### src/rtl/magnitude_comparator_seq_pkg.sv
// rtl/magnitude_comparator_seq_pkg.sv - shared types, result encoding and sizing helper for the sequential comparator
package cmp_pkg;

    typedef enum logic [1:0] {
        IDLE    = 2'd0,
        COMPARE = 2'd1,
        DONE    = 2'd2
    } cmp_state_e;

    localparam logic [1:0] GT = 2'd0;
    localparam logic [1:0] EQ = 2'd1;
    localparam logic [1:0] LT = 2'd2;

    function automatic int nchunk(input int width, input int chunk);
        return width / chunk;
    endfunction

endpackage

### src/rtl/magnitude_comparator_seq_if.sv
// rtl/magnitude_comparator_seq_if.sv - start/busy/done request and result bundle for the sequential comparator
interface magnitude_comparator_seq_if #(
    parameter int WIDTH = 8
);
    logic             start;
    logic             signed_mode;
    logic [WIDTH-1:0] a;
    logic [WIDTH-1:0] b;
    logic             busy;
    logic             done;
    logic             a_gt_b;
    logic             a_eq_b;
    logic             a_lt_b;

    modport master (
        output start, signed_mode, a, b,
        input  busy, done, a_gt_b, a_eq_b, a_lt_b
    );

    modport slave (
        input  start, signed_mode, a, b,
        output busy, done, a_gt_b, a_eq_b, a_lt_b
    );
endinterface

### src/rtl/magnitude_comparator_seq_chunk.sv
// rtl/magnitude_comparator_seq_chunk.sv - combinational unsigned compare of one CHUNK-bit slice
module comparator_chunk #(
    parameter int CHUNK = 2
) (
    input  logic [CHUNK-1:0] a,
    input  logic [CHUNK-1:0] b,
    output logic             gt,
    output logic             eq,
    output logic             lt
);
    assign gt = (a > b);
    assign eq = (a == b);
    assign lt = (a < b);
endmodule

### src/rtl/magnitude_comparator_seq.sv
// rtl/magnitude_comparator_seq.sv - multi-cycle MSB-chunk-first magnitude comparator; CMP_EARLY_EXIT_EN finishes on the first differing chunk
module magnitude_comparator_seq
    import cmp_pkg::*;
#(
    parameter int WIDTH = 8,
    parameter int CHUNK = 2
) (
    input  logic                       clk,
    input  logic                       rst,
    magnitude_comparator_seq_if.slave  bus
);
    localparam int NCHUNK = nchunk(WIDTH, CHUNK);
    localparam int IDX_W  = (NCHUNK > 1) ? $clog2(NCHUNK) : 1;

    localparam logic [1:0] ST_IDLE    = IDLE;
    localparam logic [1:0] ST_COMPARE = COMPARE;
    localparam logic [1:0] ST_DONE    = DONE;

    logic [1:0]       state;
    logic [IDX_W-1:0] idx;
    logic [WIDTH-1:0] a_r;
    logic [WIDTH-1:0] b_r;
    logic             mode_r;
    logic             dec_valid;
    logic [1:0]       dec_res;
    logic             gt_r;
    logic             eq_r;
    logic             lt_r;

    logic [WIDTH-1:0] sign_mask;
    logic [WIDTH-1:0] a_cmp;
    logic [WIDTH-1:0] b_cmp;
    logic [WIDTH-1:0] a_shift;
    logic [WIDTH-1:0] b_shift;
    logic [CHUNK-1:0] a_chunk;
    logic [CHUNK-1:0] b_chunk;
    logic             c_gt;
    logic             c_eq;
    logic             c_lt;
    logic [1:0]       chunk_res;
    logic [1:0]       res_next;
    logic             hit;
    logic             last;
    logic             finish;

    // Flipping both sign bits maps two's-complement order onto unsigned order.
    assign sign_mask = {mode_r, {(WIDTH-1){1'b0}}};
    assign a_cmp     = a_r ^ sign_mask;
    assign b_cmp     = b_r ^ sign_mask;
    assign a_shift   = a_cmp >> (idx * CHUNK);
    assign b_shift   = b_cmp >> (idx * CHUNK);
    assign a_chunk   = a_shift[CHUNK-1:0];
    assign b_chunk   = b_shift[CHUNK-1:0];

    comparator_chunk #(
        .CHUNK (CHUNK)
    ) u_chunk (
        .a  (a_chunk),
        .b  (b_chunk),
        .gt (c_gt),
        .eq (c_eq),
        .lt (c_lt)
    );

    assign chunk_res = c_gt ? GT : (c_lt ? LT : EQ);
    assign res_next  = dec_valid ? dec_res : chunk_res;
    assign hit       = !dec_valid && !c_eq;
    assign last      = (idx == '0);

`ifdef CMP_EARLY_EXIT_EN
    assign finish = last || hit;
`else
    assign finish = last;
`endif

    always_ff @(posedge clk) begin
        if (rst) begin
            state     <= ST_IDLE;
            idx       <= '0;
            a_r       <= '0;
            b_r       <= '0;
            mode_r    <= 1'b0;
            dec_valid <= 1'b0;
            dec_res   <= EQ;
            gt_r      <= 1'b0;
            eq_r      <= 1'b0;
            lt_r      <= 1'b0;
        end else begin
            case (state)
                ST_IDLE, ST_DONE: begin
                    if (bus.start) begin
                        a_r       <= bus.a;
                        b_r       <= bus.b;
                        mode_r    <= bus.signed_mode;
                        idx       <= IDX_W'(NCHUNK - 1);
                        dec_valid <= 1'b0;
                        dec_res   <= EQ;
                        gt_r      <= 1'b0;
                        eq_r      <= 1'b0;
                        lt_r      <= 1'b0;
                        state     <= ST_COMPARE;
                    end else if (state == ST_DONE) begin
                        state <= ST_IDLE;
                    end
                end
                ST_COMPARE: begin
                    // Only the first differing chunk decides; later chunks are ignored.
                    if (hit) begin
                        dec_valid <= 1'b1;
                        dec_res   <= chunk_res;
                    end
                    if (finish) begin
                        gt_r  <= (res_next == GT);
                        eq_r  <= (res_next == EQ);
                        lt_r  <= (res_next == LT);
                        state <= ST_DONE;
                    end else begin
                        idx <= idx - IDX_W'(1);
                    end
                end
                default: state <= ST_IDLE;
            endcase
        end
    end

    assign bus.busy   = (state == ST_COMPARE);
    assign bus.done   = (state == ST_DONE);
    assign bus.a_gt_b = gt_r;
    assign bus.a_eq_b = eq_r;
    assign bus.a_lt_b = lt_r;

endmodule

### src/flat_wrapper.sv
// flat-port wrapper written by rule: the top's interface ports become plain ports
module magnitude_comparator_seq_flat import cmp_pkg::*;
#(
    parameter int WIDTH = 8,
    parameter int CHUNK = 2
)
  (clk, rst, bus_start, bus_signed_mode, bus_a, bus_b, bus_busy, bus_done, bus_a_gt_b, bus_a_eq_b, bus_a_lt_b);
  magnitude_comparator_seq_if #(.WIDTH(WIDTH)) bus_i ();
  input  logic clk;
  input  logic rst;
  input wire logic [$bits(bus_i.start)-1:0] bus_start;
  input wire logic [$bits(bus_i.signed_mode)-1:0] bus_signed_mode;
  input wire logic [$bits(bus_i.a)-1:0] bus_a;
  input wire logic [$bits(bus_i.b)-1:0] bus_b;
  output wire logic [$bits(bus_i.busy)-1:0] bus_busy;
  output wire logic [$bits(bus_i.done)-1:0] bus_done;
  output wire logic [$bits(bus_i.a_gt_b)-1:0] bus_a_gt_b;
  output wire logic [$bits(bus_i.a_eq_b)-1:0] bus_a_eq_b;
  output wire logic [$bits(bus_i.a_lt_b)-1:0] bus_a_lt_b;
  assign bus_i.start = bus_start;
  assign bus_i.signed_mode = bus_signed_mode;
  assign bus_i.a = bus_a;
  assign bus_i.b = bus_b;
  assign bus_busy = bus_i.busy;
  assign bus_done = bus_i.done;
  assign bus_a_gt_b = bus_i.a_gt_b;
  assign bus_a_eq_b = bus_i.a_eq_b;
  assign bus_a_lt_b = bus_i.a_lt_b;
  magnitude_comparator_seq #(.WIDTH(WIDTH), .CHUNK(CHUNK)) u_core (.clk(clk), .rst(rst), .bus(bus_i));
endmodule
### config.mk
export PLATFORM = sky130hd
export DESIGN_NAME = magnitude_comparator_seq_flat
export DESIGN_NICKNAME = d
export VERILOG_FILES = /design/src/rtl/magnitude_comparator_seq_pkg.sv /design/src/rtl/magnitude_comparator_seq_if.sv /design/src/rtl/magnitude_comparator_seq_chunk.sv /design/src/rtl/magnitude_comparator_seq.sv /design/src/flat_wrapper.sv
export SDC_FILE = /design/constraint.sdc
export NUM_CORES = 1
export LEC_CHECK = 0
export CAP_MARGIN = 20
export CORE_AREA = 2 2 50 52
export CTS_CLUSTER_SIZE = 10
export DETAILED_ROUTE_END_ITERATION = 16
export DIE_AREA = 0 0 52 54
export DONT_BUFFER_PORTS = 1
export GPL_ROUTABILITY_DRIVEN = 0
export HOLD_SLACK_MARGIN = 0.12
export PLACE_DENSITY = 0.69
export SLEW_MARGIN = 0
export SYNTH_ARGS = -nofsm -noshare
export SYNTH_HDL_FRONTEND = slang
export SYNTH_SLANG_ARGS = --single-unit
export TNS_END_PERCENT = 30
### constraint.sdc
create_clock -name clk -period 5.6 [get_ports clk]
set_input_delay 0.28 -clock clk [delete_from_list [all_inputs] [get_ports clk]]
set_output_delay 0.28 -clock clk [all_outputs]
set_load 0.05 [all_outputs]
**Yosys cells after proc, flatten, opt, wreduce, memory -nomap -nowiden**

Cells that the tools add are included.

- Memory bits (read-only): 0
- RAM bits: 0
- Output and inout bits: 5
- Register bits after elaboration: 27
- Memories kept: 0
- Input bits: 20
- Bits in latches: 0
- Logic and storage cells: 62

- Multiplexer cells: 22
- Div/mod/pow operators: 0
- $add $sub $neg: 1
- Multiply operators: 0
- Bitwise logic cells: 2
- Reduce and logical (&&, ||, !) cells: 13
- Equality and inequality tests: 10
- Order comparisons: 2
- Shifts and indexed selects: 2

Operator list:

| cell | count |
|---|---|
| 2-to-1 mux 2 bit | 10 |
| right shift 8 x 3 -> 2 bit | 2 |
| XOR 8 bit | 2 |
| case mux 2 bit (2 select lines) | 3 |
| AND reduction 3 bit | 3 |
| case mux 1 bit (2 select lines) | 4 |
| logical NOT 2 bit | 3 |
| 2-to-1 mux 1 bit | 5 |
| == test 2 x 1 -> 1 bit (second input constant) | 2 |
| == test 2 bit (second input constant) | 2 |
| != test 2 x 1 -> 1 bit (second input constant) | 2 |
| != test 2 bit (second input constant) | 2 |
| AND reduction 2 bit | 2 |
| != test 3 bit (second input constant) | 1 |
| == test 2 bit | 1 |
| > comparator 2 bit | 1 |
| logical NOT 1 bit | 2 |
| less-than comparator 2 bit | 1 |
| nonzero test 2 bit | 1 |
| OR reduction 2 bit | 1 |
| subtractor 2 x 1 -> 2 bit (second input constant) | 1 |
| logical AND 1 bit | 1 |

**Depth between registers and ports, before layout**

- Depth after elaboration: 9
- Mapped depth: 7
- Gate-level depth less buffers: 7

**By module**

A second synthesis with hierarchy kept.

- Cells, all modules: 141
- Area total of the unflattened synthesis: 1232.4 um^2

By module, submodules not included:

| module | seq. area each (um^2) | cells each | area each (um^2) | instances |
|---|---|---|---|---|
| magnitude_comparator_seq | 540.5 | 132 | 1169.9 | 1 |
| comparator_chunk | 0.0 | 9 | 62.6 | 1 |

**Least setup slack after synthesis**

No wires, ideal clock.

- Path kind: register to register
- Start point: register u_core.idx[0]
- End point: register u_core.eq_r (netlist: u_core.bus.a_eq_b)
- Required time: 5.504 ns
- Data arrival time: 1.940 ns
- Period minus slack after synthesis: 2.035 ns
- Setup time: 0.096 ns
- Buffers on the path: 1
- Slack: 3.565 ns
- Cell stages (with the launch flop): 8
- Cell sequence: dfxtp_1 -> buf_4 -> inv_1 -> mux4_2 -> ha_1 -> nand2_1 -> o31a_1 -> o41ai_2

- Cells in the longest elaborated chain, start to end: 8
- Elaborated cells on any way between the ends: 13
- Classes of those cells: 2 x order compare; 2 x eq/ne; 2 x shift; 5 x mux; 2 x reduce/logical

RTL lines:

| item | line | text |
|---|---|---|
| from (decl) | magnitude_comparator_seq.sv:20 | `logic [IDX_W-1:0] idx;` |
| from (signal assigned) | magnitude_comparator_seq.sv:95 | `idx <= IDX_W'(NCHUNK - 1);` |
| from (signal assigned) | magnitude_comparator_seq.sv:118 | `idx <= idx - IDX_W'(1);` |
| right shift 8 x 3 -> 2 bit, on equally long branches | magnitude_comparator_seq.sv:50, magnitude_comparator_seq.sv:51 |  |
| less-than comparator 2 bit | magnitude_comparator_seq_chunk.sv:13 | `assign lt = (a < b);` |
| 2-to-1 mux 2 bit (2 in a row) | magnitude_comparator_seq.sv:65 | `assign chunk_res = c_gt ? GT : (c_lt ? LT : EQ);` |
| 2-to-1 mux 2 bit | magnitude_comparator_seq.sv:66 | `assign res_next = dec_valid ? dec_res : chunk_res;` |
| == test 2 x 1 -> 1 bit | magnitude_comparator_seq.sv:114 | `eq_r <= (res_next == EQ);` |
| 2-to-1 mux 1 bit | magnitude_comparator_seq.sv:112 | `if (finish) begin` |
| case mux 1 bit (2 select lines) | magnitude_comparator_seq.sv:89 | `case (state)` |
| to (signal assigned) | magnitude_comparator_seq.sv:114 |  |
| to (decl) | magnitude_comparator_seq.sv:27 | `logic eq_r;` |

Several ways; a longest one is shown, not always the timed one. The select of a mux whose other input is x is not followed.
A chain may end at the register's enable or synchronous reset.

**Worst setup path after layout**

Same ends and word-level chain as after synthesis.

==> run_results.csv <==
group,metric,value,unit
status,outcome,"finished, final reports clean",
cts,worst_skew_pair.late_latency,0.33,ns
pwr,power_frac_comb,21.1,%
setup_path,worst_setup_path_start_kind,"flip-flop",
detailed_routing,drt-total-wl,2440,um
timing,final.min_clock_period,2.18,ns
synth,synthCells,137,
pwr,irDropWorstVdd,0.000205,V
synth,synth.net_count,160,
synth,ys_top_cells_by_area,"sky130_fd_sc_hd__dfxtp_1 (45%), sky130_fd_sc_hd__nand2_1 (12%), sky130_fd_sc_hd__a21oi_1 (7.9%)",
min_path,holdCritPathClass,"input pin to flip-flop",
cts,numCtsBuffers,3,
synth,synth_simple_gate_area_share,22.8,%
run,maxCapViolations,0,
timing,finalHoldViolCount,0,
pwr,internal_power,0.270,mW
floorplanning,initial_utilization,52.2,%
detailed_routing,vias,994,
synth,synth_largest_type_area_fraction,44.6,%
timing,max_slew_margin,35.4,%
timing,timing_worst_slew_pin_value,0.966,ns
timing,maxSlewViolCount,0,
setup_path,critPathArrivalTime,2.43,ns
pwr,fraction_of_power_spent_switching_nets,30.1,%
synth,synth-compound-area-share,15.4,%
floorplanning,core_area,2320,um2
floorplanning,pin_count,25,
setup_path,crit_path_max_incr_delay,0.50,ns
timing,timing.hold.ws,0.162,ns
detailed_routing,routed_wire_length_per_instance,13.4,um
synth,synth.most_common_cell,"sky130_fd_sc_hd__nand2_1",
pwr,leakage,0.548,nW
synth,post_synth_fa_ha_maj_area_fraction,3.10,%
global_routing,grt_use_met1,22.7,%
cells_and_area,areaGrowthSynthToFinish,17.8,%
synth,post_synth_top_cells,"sky130_fd_sc_hd__nand2_1 (38), sky130_fd_sc_hd__dfxtp_1 (27), sky130_fd_sc_hd__a21oi_1 (19)",
cts,postCtsSetupRepairBufs,0,
synth,synthesis.yosys.warnings,0,
global_routing,wire_length_of_the_first_global_routing_pass,3930,um
global_routing,groute.layer.met3.usage,3.06,%
global_routing,first_global_vias,923,
synth,synth.cell_area,1210,um2
setup_path,crit_path_top_delay_cell,"sky130_fd_sc_hd__dfxtp_1",
timing,fmaxAchievable,458,MHz
placed_design,dpl_worst_slack,3.45,ns
placed_design,place.port_buffers,0,
cts,clock_tree.htree_level_count,1,
floorplanning,fp-row-count,18,
setup_path,cp_max_fo,6,
min_path,timing.hold.worst_path_depth,2,
synth,avgSynthCellArea,8.84,um2
pwr,p_switching,0.117,mW
cells_and_area,post_route_cells_drive_above_1_share,7.24,%
setup_path,critical_path_type,"flip-flop to flip-flop",
cts,ctsRootBufferMaster,"sky130_fd_sc_hd__clkbuf_4",
cts,clk_path_buf_depth,2,
timing,rsz0062_at_grt,"false",
cts,post_cts_resized,0,
synth,synth_cell_type_count,29,
global_routing,busiest_layer,"met2",
timing,finalSetupViolations,0,
global_routing,number_of_antenna_violations_at_the_first_check_in_global_routing,0,
synth,synth_top_family_by_area,"simple AND/OR/NAND/NOR gates",
setup_path,crit_chain,"inv_1 -> mux4_2 -> ha_1 -> nand2_1 -> o31a_1 -> o41ai_2",
synth,synth_edf_count,0,
cts,cts_num_sinks,27,
detailed_routing,drt-pass1-iter-count,4,
floorplanning,vert_die_dim,54,um
synth,synth-xor-area-share,1.45,%
timing,tns,0,ns
detailed_routing,route.detailed.vias_per_inst,5.46,
timing,finalCritPeriodShare,39.0,%
synth,synth.yosys.seq_area_share,44.6,%
global_routing,grt_max_degree,27,
detailed_routing,ant_nets,0,
cts,cts.clk_slew.worst_paths,0.15,ns
placed_design,detailed_place_hpwl,1580,um
synth,synth-seq-cells,27,
pwr,power.density_cell_area,271,nW/um2
setup_path,end_kind,"flip-flop",
cells_and_area,n_antenna_cell,0,
global_routing,gr-usage-met2,34.0,%
synth,yosysTopAreaCell,"sky130_fd_sc_hd__dfxtp_1",
pwr,share_clk_of_total_power,22.0,%
timing,final_worst_path_setup_slack,3.42,ns
pwr,sequential_power_share,57.0,%
setup_path,r2r.worst_path.cells,6,
detailed_routing,detail_route.drc_violations,0,
pwr,design_power_total,0.387,mW
floorplanning,design.die.area,2810,um2
floorplanning,chipWidth,52,um
timing,finalClockSkew,0.00629,ns
synth,ys_async_sr_fraction,0,%
setup_path,crit_required,5.84,ns
cells_and_area,nNetsFinal,176,
synth,synthFlopType,"sky130_fd_sc_hd__dfxtp_1",
setup_path,reg2reg_slack,3.42,ns
global_routing,globalRouteOverflowTotal,0,
synth,post_synth_mux_area_share,7.44,%
global_routing,global_route.usage.total,19.3,%
cts,quantity_of_hold_fixing_buffers_added_after_cts,19,
cts,tritoncts_clock_tree,"done",
cells_and_area,filler_cell_count,220,
detailed_routing,drtIter0Drc,10,
worst max-delay path, delay by kind of cell, from the launching register on:
kind	cells	cell delay (ns)
AO/OA/AOI/OAI	2	0.60
AND/OR/NAND/NOR	1	0.11
multiplexers	1	0.44
flip-flops	1	0.50
adder cells (fa/ha/maj)	1	0.31
buffers and inverters	1	0.13
state kept, by name (all words and copies together) (netlist names):
name	flops
u_core.dec_valid	1
u_core.bus.a_eq_b	1
u_core.a_r	8
u_core.b_r	8
u_core.dec_res	2
u_core.bus.a_gt_b	1
u_core.state	2
u_core.mode_r	1
u_core.bus.a_lt_b	1
u_core.idx	2
through the flow:
stage	instance area [um2]	std cells	utilization [%]
finish	1430	182	61.5
global route	1430	182	61.5
CTS	1430	182	61.5
detailed placement	1210	159	52.1
global placement	1210	159	52.1
floorplan	1210	137	-
final cells by class:
type | instances | area, um2 | share of cell area (%)
clock buffers | 3 | 22.5 | 1.58
well taps | 30 | 37.5 | 2.63
clock inverters | 1 | 5.00 | 0.351
inverters | 6 | 22.5 | 1.58
flip-flops and latches | 27 | 541 | 37.9
multi-input cells | 96 | 608 | 42.6
repair buffers | 19 | 190 | 13.3
per-layer routing:
layer / wire [um] / vias to the layer above
met5: 0 / -
met4: 40 / 0
met3: 88 / 5
met2: 1240 / 23
met1: 1080 / 466
li1: - / 500
logic make-up (layout without fill, tap and decap cells):
kind of cell	after synthesis	count (layout)
xor gates and xnor gates	2	2
and+or+nand+nor	58	58
AOI/OAI and AO/OA	29	29
muxes	4	4
buffers and inverters	14	29
adders and majority gates	3	3
DFF	27	27
worst paths after layout:
check | start | end
setup reg to reg | u_core.idx[0] | u_core.bus.a_eq_b
hold / removal | rst | u_core.bus.a_eq_b
setup / recovery | u_core.idx[0] | u_core.bus.a_eq_b
hold reg to reg | u_core.b_r[2] | u_core.b_r[2]
cells in the final DEF, fill, tap and decap left out:
| cell | synthesis | routed |
|---|---|---|
| sky130_fd_sc_hd__a211o_1 | 1 | 1 |
| sky130_fd_sc_hd__a211oi_1 | 2 | 2 |
| sky130_fd_sc_hd__a21o_1 | 1 | 1 |
| sky130_fd_sc_hd__a21oi_1 | 19 | 19 |
| sky130_fd_sc_hd__a22o_1 | 1 | 1 |
| sky130_fd_sc_hd__a32o_1 | 1 | 1 |
| sky130_fd_sc_hd__clkbuf_4 | 0 | 3 |
| sky130_fd_sc_hd__clkinv_2 | 0 | 1 |
| sky130_fd_sc_hd__dfxtp_1 | 27 | 27 |
| sky130_fd_sc_hd__dlygate4sd3_1 | 0 | 19 |
| sky130_fd_sc_hd__ha_1 | 3 | 3 |
| sky130_fd_sc_hd__inv_1 | 6 | 6 |
| sky130_fd_sc_hd__mux4_2 | 4 | 4 |
| sky130_fd_sc_hd__nand2_1 | 38 | 38 |
| sky130_fd_sc_hd__nand2b_1 | 3 | 3 |
| sky130_fd_sc_hd__nand3b_1 | 1 | 1 |
| sky130_fd_sc_hd__nand4b_1 | 3 | 3 |
| sky130_fd_sc_hd__nor2_1 | 4 | 4 |
| sky130_fd_sc_hd__nor2b_1 | 2 | 2 |
| sky130_fd_sc_hd__nor2b_2 | 1 | 1 |
| sky130_fd_sc_hd__nor3_1 | 2 | 2 |
| sky130_fd_sc_hd__nor3b_1 | 2 | 2 |
| sky130_fd_sc_hd__nor3b_2 | 1 | 1 |
| sky130_fd_sc_hd__o31a_1 | 1 | 1 |
| sky130_fd_sc_hd__o31ai_1 | 1 | 1 |
| sky130_fd_sc_hd__o41ai_1 | 1 | 1 |
| sky130_fd_sc_hd__o41ai_2 | 1 | 1 |
| sky130_fd_sc_hd__or2b_1 | 1 | 1 |
| sky130_fd_sc_hd__xor2_1 | 2 | 2 |
power by group through the flow:
stage,logic (mW),clock network [mW],registers [mW]
after floorplan,0.0643,0,0.220
after global placement,0.0659,0,0.224
after detailed placement,0.0679,0,0.225
after CTS,0.0812,0.0859,0.221
after global routing,0.0915,0.0961,0.223
final,0.0815,0.0849,0.220
Power figures use the tool's default switching activity.
